File: src/rtl/reg_file_walker.sv
// Bulk dump/load sequencer driving the 32 x 32-bit register file ports.
// Latency: first dump beat valid one cycle after DUMP entry; load writes commit on the accepting edge.
// Backpressure: dump beats stall (held stable) on out_ready low; load accepts one beat per cycle while beats remain.
module reg_file_walker #(
  parameter int DATA_WIDTH = 32,
  parameter int ADDR_WIDTH = 5,
  parameter int NUM        = 32
) (
  input  logic                  clk,
  input  logic                  rst,
  input  logic                  cmd_valid,
  output logic                  cmd_ready,
  input  logic                  cmd_op,
  input  logic [ADDR_WIDTH-1:0] cmd_addr,
  input  logic [ADDR_WIDTH:0]   cmd_count,
  output logic                  out_valid,
  input  logic                  out_ready,
  output logic [DATA_WIDTH-1:0] out_data,
  output logic [ADDR_WIDTH-1:0] out_addr,
  output logic                  out_last,
  input  logic                  in_valid,
  output logic                  in_ready,
  input  logic [DATA_WIDTH-1:0] in_data,
  output logic [ADDR_WIDTH-1:0] rf_raddr,
  input  logic [DATA_WIDTH-1:0] rf_rdata,
  output logic [ADDR_WIDTH-1:0] rf_waddr,
  output logic [DATA_WIDTH-1:0] rf_wdata,
  output logic                  rf_wen,
  output logic                  busy,
  output logic                  done
);

  typedef enum logic [1:0] {IDLE, DUMP, LOAD, DONE} state_t;

  // A zero count means the whole register file.
  localparam logic [ADDR_WIDTH:0]   REM_ALL  = (ADDR_WIDTH+1)'(NUM);
  localparam logic [ADDR_WIDTH:0]   REM_ONE  = (ADDR_WIDTH+1)'(1);
  localparam logic [ADDR_WIDTH-1:0] ADDR_ONE = ADDR_WIDTH'(1);

  state_t                state_q, state_d;
  logic [ADDR_WIDTH-1:0] cur_addr_q, cur_addr_d;
  logic [ADDR_WIDTH:0]   remaining_q, remaining_d;
  logic                  out_valid_q, out_valid_d;
  logic [DATA_WIDTH-1:0] out_data_q, out_data_d;
  logic [ADDR_WIDTH-1:0] out_addr_q, out_addr_d;
  logic                  out_last_q, out_last_d;

  logic issue;
  logic out_fire;
  logic load_fire;

  assign out_valid = out_valid_q;
  assign out_data  = out_data_q;
  assign out_addr  = out_addr_q;
  assign out_last  = out_last_q;

  // Next-state, beat issue/accept and register-file port drive for each state.
  always_comb begin
    state_d     = state_q;
    cur_addr_d  = cur_addr_q;
    remaining_d = remaining_q;
    out_valid_d = out_valid_q;
    out_data_d  = out_data_q;
    out_addr_d  = out_addr_q;
    out_last_d  = out_last_q;
    issue       = 1'b0;
    load_fire   = 1'b0;
    out_fire    = out_valid_q && out_ready;
    cmd_ready   = 1'b0;
    in_ready    = 1'b0;
    rf_raddr    = '0;
    rf_waddr    = '0;
    rf_wdata    = '0;
    rf_wen      = 1'b0;
    busy        = 1'b1;
    done        = 1'b0;

    case (state_q)
      IDLE: begin
        busy      = 1'b0;
        cmd_ready = 1'b1;
        if (cmd_valid) begin
          cur_addr_d  = cmd_addr;
          remaining_d = (cmd_count == '0) ? REM_ALL : cmd_count;
          state_d     = cmd_op ? LOAD : DUMP;
        end
      end

      DUMP: begin
        rf_raddr = cur_addr_q;
        // A new beat may replace the current one in the same cycle it is taken.
        issue = (remaining_q != '0) && (!out_valid_q || out_ready);
        if (issue) begin
          out_data_d  = rf_rdata;
          out_addr_d  = cur_addr_q;
          out_valid_d = 1'b1;
          out_last_d  = (remaining_q == REM_ONE);
          cur_addr_d  = cur_addr_q + ADDR_ONE;
          remaining_d = remaining_q - REM_ONE;
        end else if (out_fire) begin
          out_valid_d = 1'b0;
        end
        if (out_fire && out_last_q) begin
          state_d = DONE;
        end
      end

      LOAD: begin
        in_ready  = (remaining_q != '0);
        load_fire = in_valid && in_ready;
        if (load_fire) begin
          rf_waddr    = cur_addr_q;
          rf_wdata    = in_data;
          // Register 0 is hardwired; its beat is consumed but never written.
          rf_wen      = (cur_addr_q != '0);
          cur_addr_d  = cur_addr_q + ADDR_ONE;
          remaining_d = remaining_q - REM_ONE;
          if (remaining_q == REM_ONE) begin
            state_d = DONE;
          end
        end
      end

      DONE: begin
        done    = 1'b1;
        state_d = IDLE;
      end

      default: state_d = IDLE;
    endcase
  end

  // State and output-beat registers; reset aborts any command and drops a pending beat.
  always_ff @(posedge clk) begin
    if (rst) begin
      state_q     <= IDLE;
      cur_addr_q  <= '0;
      remaining_q <= '0;
      out_valid_q <= 1'b0;
      out_data_q  <= '0;
      out_addr_q  <= '0;
      out_last_q  <= 1'b0;
    end else begin
      state_q     <= state_d;
      cur_addr_q  <= cur_addr_d;
      remaining_q <= remaining_d;
      out_valid_q <= out_valid_d;
      out_data_q  <= out_data_d;
      out_addr_q  <= out_addr_d;
      out_last_q  <= out_last_d;
    end
  end

endmodule

File: config.mk
export PLATFORM = sky130hd
export DESIGN_NAME = reg_file_walker
export DESIGN_NICKNAME = d
export VERILOG_FILES = /design/src/rtl/reg_file_walker.sv
export SDC_FILE = /design/constraint.sdc
export NUM_CORES = 1
export LEC_CHECK = 0
export BUFFER_PORTS_ARGS = -buffer_cell sky130_fd_sc_hd__buf_2
export CAP_MARGIN = 0
export CORE_MARGIN = 2
export CORE_UTILIZATION = 30
export CTS_CLUSTER_DIAMETER = 60
export DETAILED_ROUTE_END_ITERATION = 8
export SYNTH_ARGS = -nofsm -noshare
export SYNTH_HDL_FRONTEND = slang
export SYNTH_SLANG_ARGS = --single-unit
export TNS_END_PERCENT = 5
File: constraint.sdc
create_clock -name clk -period 2.2 [get_ports clk]
set_input_delay 0.11 -clock clk [delete_from_list [all_inputs] [get_ports clk]]
set_output_delay 0.11 -clock clk [all_outputs]
set_load 0.01 [all_outputs]
After elaboration in Yosys (flattened, before gate mapping)
Cells that the tools add are included.

storage, ports and cells
  bits of input ports = 81
  output and inout port bits = 86
  word-level logic and storage cells = 62
  register bits after elaboration = 52

operators by class
  muxes and demuxes = 28
  reductions and logical operators = 16
  add/sub/neg operators = 2
  equal/unequal tests = 9

operators by type and width
  kind                 count
  $mux 32              2
  $mux 5               6
  $mux 6               4
  $pmux 6 s3           1
  $pmux 5 s3           1
  $mux 2               5
  $ne 2x2->1 const B   5
  $mux 1               8
  $pmux 2 s4           1
  $reduce_and 4->1     2
  $eq 6x1->1 const B   1
  $logic_not 6->1      1
  $reduce_bool 6->1    1
  $sub 6x1->6 const B  1
  $add 5x1->5 const B  1
  $reduce_bool 5->1    1
  $eq 2x2->1 const B   2
  $logic_and 1x1->1    4
  $reduce_and 2->1     2
  $reduce_bool 3->1    1
  $eq 2x1->1 const B   1
  $logic_not 2->1      1
  $reduce_bool 2->1    1
  $logic_not 1->1      1
  $logic_or 1x1->1     1

Depth between registers and ports, before layout
  depth after elaboration = 5
  depth in mapped cells = 9
  gate-level depth less buffers = 6

Worst setup path after synthesis
Ideal clock, no wire load.

  kind = register to register
  start = register state_q[0]
  end = register remaining_q[4]
  data required time = 2.130 ns
  path slack = 0.151 ns
  library setup time = 0.070 ns
  path buffers = 1
  arrival = 1.979 ns
  cell stages (with the launch flop) = 8
  period minus slack after synthesis = 2.049 ns
  cell sequence = dfxtp_1 inv_1 ha_1 nor2b_1 or3_1 buf_2 or4_1 a21oi_1

on the way
  word-level cells in the longest chain between the ends = 3
  elaborated cells between the ends (all ways) = 9
  those cells by class = 5 x eq/ne; 1 x mux; 3 x reduce/logical

RTL lines
  item                                                              line  text
  from (decl)                                                       40    state_t state_q, state_d;
  from (signal assigned)                                            144   state_q <= state_d;
  $eq 2x1->1, or another cell as far along                          78    case (state_q)
  $ne 2x2->1 (no source line) or $reduce_bool 3->1 (tied branches)  -
  $reduce_and 4->1 (no source line)                                 -
  to (signal assigned)                                              146   remaining_q <= remaining_d;
  to (decl)                                                         42    logic [ADDR_WIDTH:0] remaining_q, remaining_d;

Parallel ways exist; a longest one is shown, timed or not.
A chain may end at the register's enable or synchronous reset.

Final worst setup path
Same ends and word-level chain as after synthesis.

==> flow_metrics.tcl <==
set metrics [dict create \
    synthCells 357 \
    place_inst 620 \
    synth_compound_gate_area_share 0.209 \
    synth-simple-area-share 0.302 \
    fill_cells 909 \
    wl_per_cell_um 14.3 \
    wl_um 8990 \
    grt_pass1_vias 2983 \
    stdcell_count 628 \
    cp-startpoint "state_q[0]" \
    remaining_drc_errors 0 \
    ys_types 43 \
    final_antenna_net_count 0 \
    relSlewSlack 0.636 \
    rsz0062_at_grt "yes" \
    ys_seq_elements 52 \
    std_cell_rows 34 \
    crit_type "register to register" \
    netlist_area_sq_mm 0.00274 \
    clk_latency_ns 0.30 \
    final_common_cell "buf_2" \
    fmax_mhz 467 \
    worst_hold_slack_ns 0.0331 \
    worst_slew_pin_slew_ns 0.546 \
    clk_pin_slew_ns 0.10 \
    dr_total_vias 3161 \
    dieArea_sq_mm 0.00991 \
    fin_tns_setup_ns 0 \
    crit_arrival_ns 2.37 \
    power_density_mw_per_mm2 1230 \
    synthXorXnorAreaFrac 0 \
    core_sq_mm 0.00881 \
    die_y_um 99.6 \
    synth-edff-count 0 \
    cts_made_buffers 5 \
    max_cap_violations 0 \
    hold_path_class "primary input to register" \
    ir_worst_vdd_uv 518 \
    hpwlAfterDp_um 6880 \
    status "finished clean" \
    slew_violations 0 \
    power_uw 4720 \
    gp_congestion 0.958 \
    area_growth_syn_to_layout_pct 40.6 \
    drive_above_1_share 0.383 \
    drt_iter0_drc 205 \
    grt_start_max_net_pins 40 \
    num_io_pins 167 \
    grtUsageTotal 0.175 \
    final_nets 610 \
    min_from "rf_rdata[0]" \
    syn_nets 448 \
    yosysTopAreaCell "dfxtp_1" \
    cts_tree "done" \
    start_util 0.311 \
    clock_path_buffers 2 \
    ys_warn_count 0 \
    n_antenna_cell 0 \
    crit_fanout 6 \
    startpoint_type "register" \
    final-hold-violation-count 0 \
    dr.pass1.iters 5 \
    p_leak_uw 0.00198 \
    finalWorstPathRequiredPeriod_ns 2.14 \
    skew_ns 0.00790 \
    cts_num_sinks 52 \
    required_ns 2.43 \
    io_buffers 166 \
    r2r-start "state_q[0]" \
    die_x_um 99.6 \
    synthFlopType "dfxtp_1" \
    htreeDepth 2 \
    final_cell_mix "buf_2, nand2_1, dfxtp_1" \
    grt_overflow_total 0 \
    ys_top_cells_by_area "dfxtp_1, nand2_1, a21oi_1, and3_1, ha_1" \
    synth_adder_area_share 0.0457 \
    seq_area_frac_synth 0.380 \
    async_flop_share 0 \
    critPathCaptureType "register" \
    viasPerCell 5.03 \
    finalCritPeriodShare 0.973 \
    syn_area_per_cell_sq_um 7.67 \
    setup_violations 0 \
    synth_top_area_frac 0.380 \
    synth_top_family_by_area "simple AND/OR/NAND/NOR gates" \
    yosys-mux-area-fraction 0.00365 \
    root_buffer "clkbuf_8" \
    antenna_found_initial 0 \
    grt_pass1_wl_um 14200 \
]
==> timing repair <==
item | 4_1_cts | 5_1_grt
setup buffers | 0 | 0
hold buffers | 0 | 0
gates resized for setup | 1 | 5
pin swaps | 0 | 0
setup endpoints to repair | 36 | 40
==> metal layers <==
metal / wire (um) / track usage
met1: 3670 / 0.203
met2: 4590 / 0.321
met3: 570 / 0.0351
met4: 162 / 0.0601
met5: 0 / 0
==> where the power goes <==
part | switching [uW] | total, uW | internal, uW
clock network | 323 | 551 | 227
logic | 1610 | 2740 | 1130
registers | 243 | 1430 | 1190
==> registers in the layout, indices dropped and copies added (netlist names) <==
register     flops
cur_addr_q       5
state_q          2
out_addr         5
out_data        32
remaining_q      6
out_valid        1
out_last         1
==> Yosys cell counts, types with 3 or more instances <==
cell type	number
nand2_1	83
a21oi_1	52
dfxtp_1	52
and3_1	38
clkbuf_1	19
inv_1	12
nor2_1	11
ha_1	10
nor2b_1	7
o31ai_1	7
o41ai_1	6
buf_2	5
nand3_1	5
nor3_1	5
and2_1	4
a211oi_1	3
a31oi_1	3
buf_4	3
or4_1	3
==> final timing paths <==
check	endpoint	slack, ns	cells after the start
min reg2reg	out_data[15]	0.46	2
min	out_data[0]	0.03	3
max reg2reg	remaining_q[4]	0.06	6
max	remaining_q[4]	0.06	6
==> through the flow <==
step | worst slack (ns) | util | cell area [sq um]
after global routing | -0.0204 | 0.437 | 3850
after CTS | 0.00675 | 0.435 | 3830
after global placement | 0.150 | 0.424 | 3730
after floorplan | 0.151 | - | 2740
final | 0.0592 | 0.437 | 3850
after detailed placement | 0.0644 | 0.424 | 3730
==> worst max-delay path, stage by stage, from the launching register on <==
cell and delay (ns):
dfxtp_1 0.40, inv_1 0.11, ha_1 0.24, nor2b_1 0.19, or3_4 0.42, or4_1 0.54
a21oi_1 0.17
==> final cells by class <==
cell class	instances	area (sq um)	share of cell area
multi-input combinational	266	1560	0.406
sequential	52	1040	0.270
timing repair buffer	182	976	0.253
tap	108	135	0.0351
clock buffer	6	72.6	0.0188
inverter	12	45.0	0.0117
clock inverter	2	16.3	0.00422
==> cells by family after synthesis <==
family,count (synthesis)
flops,52
fa+ha+maj,10
mux,1
buf+inv,39
simple gates,165
compound gates,90
No activity file was read; power rests on OpenSTA's default activity.
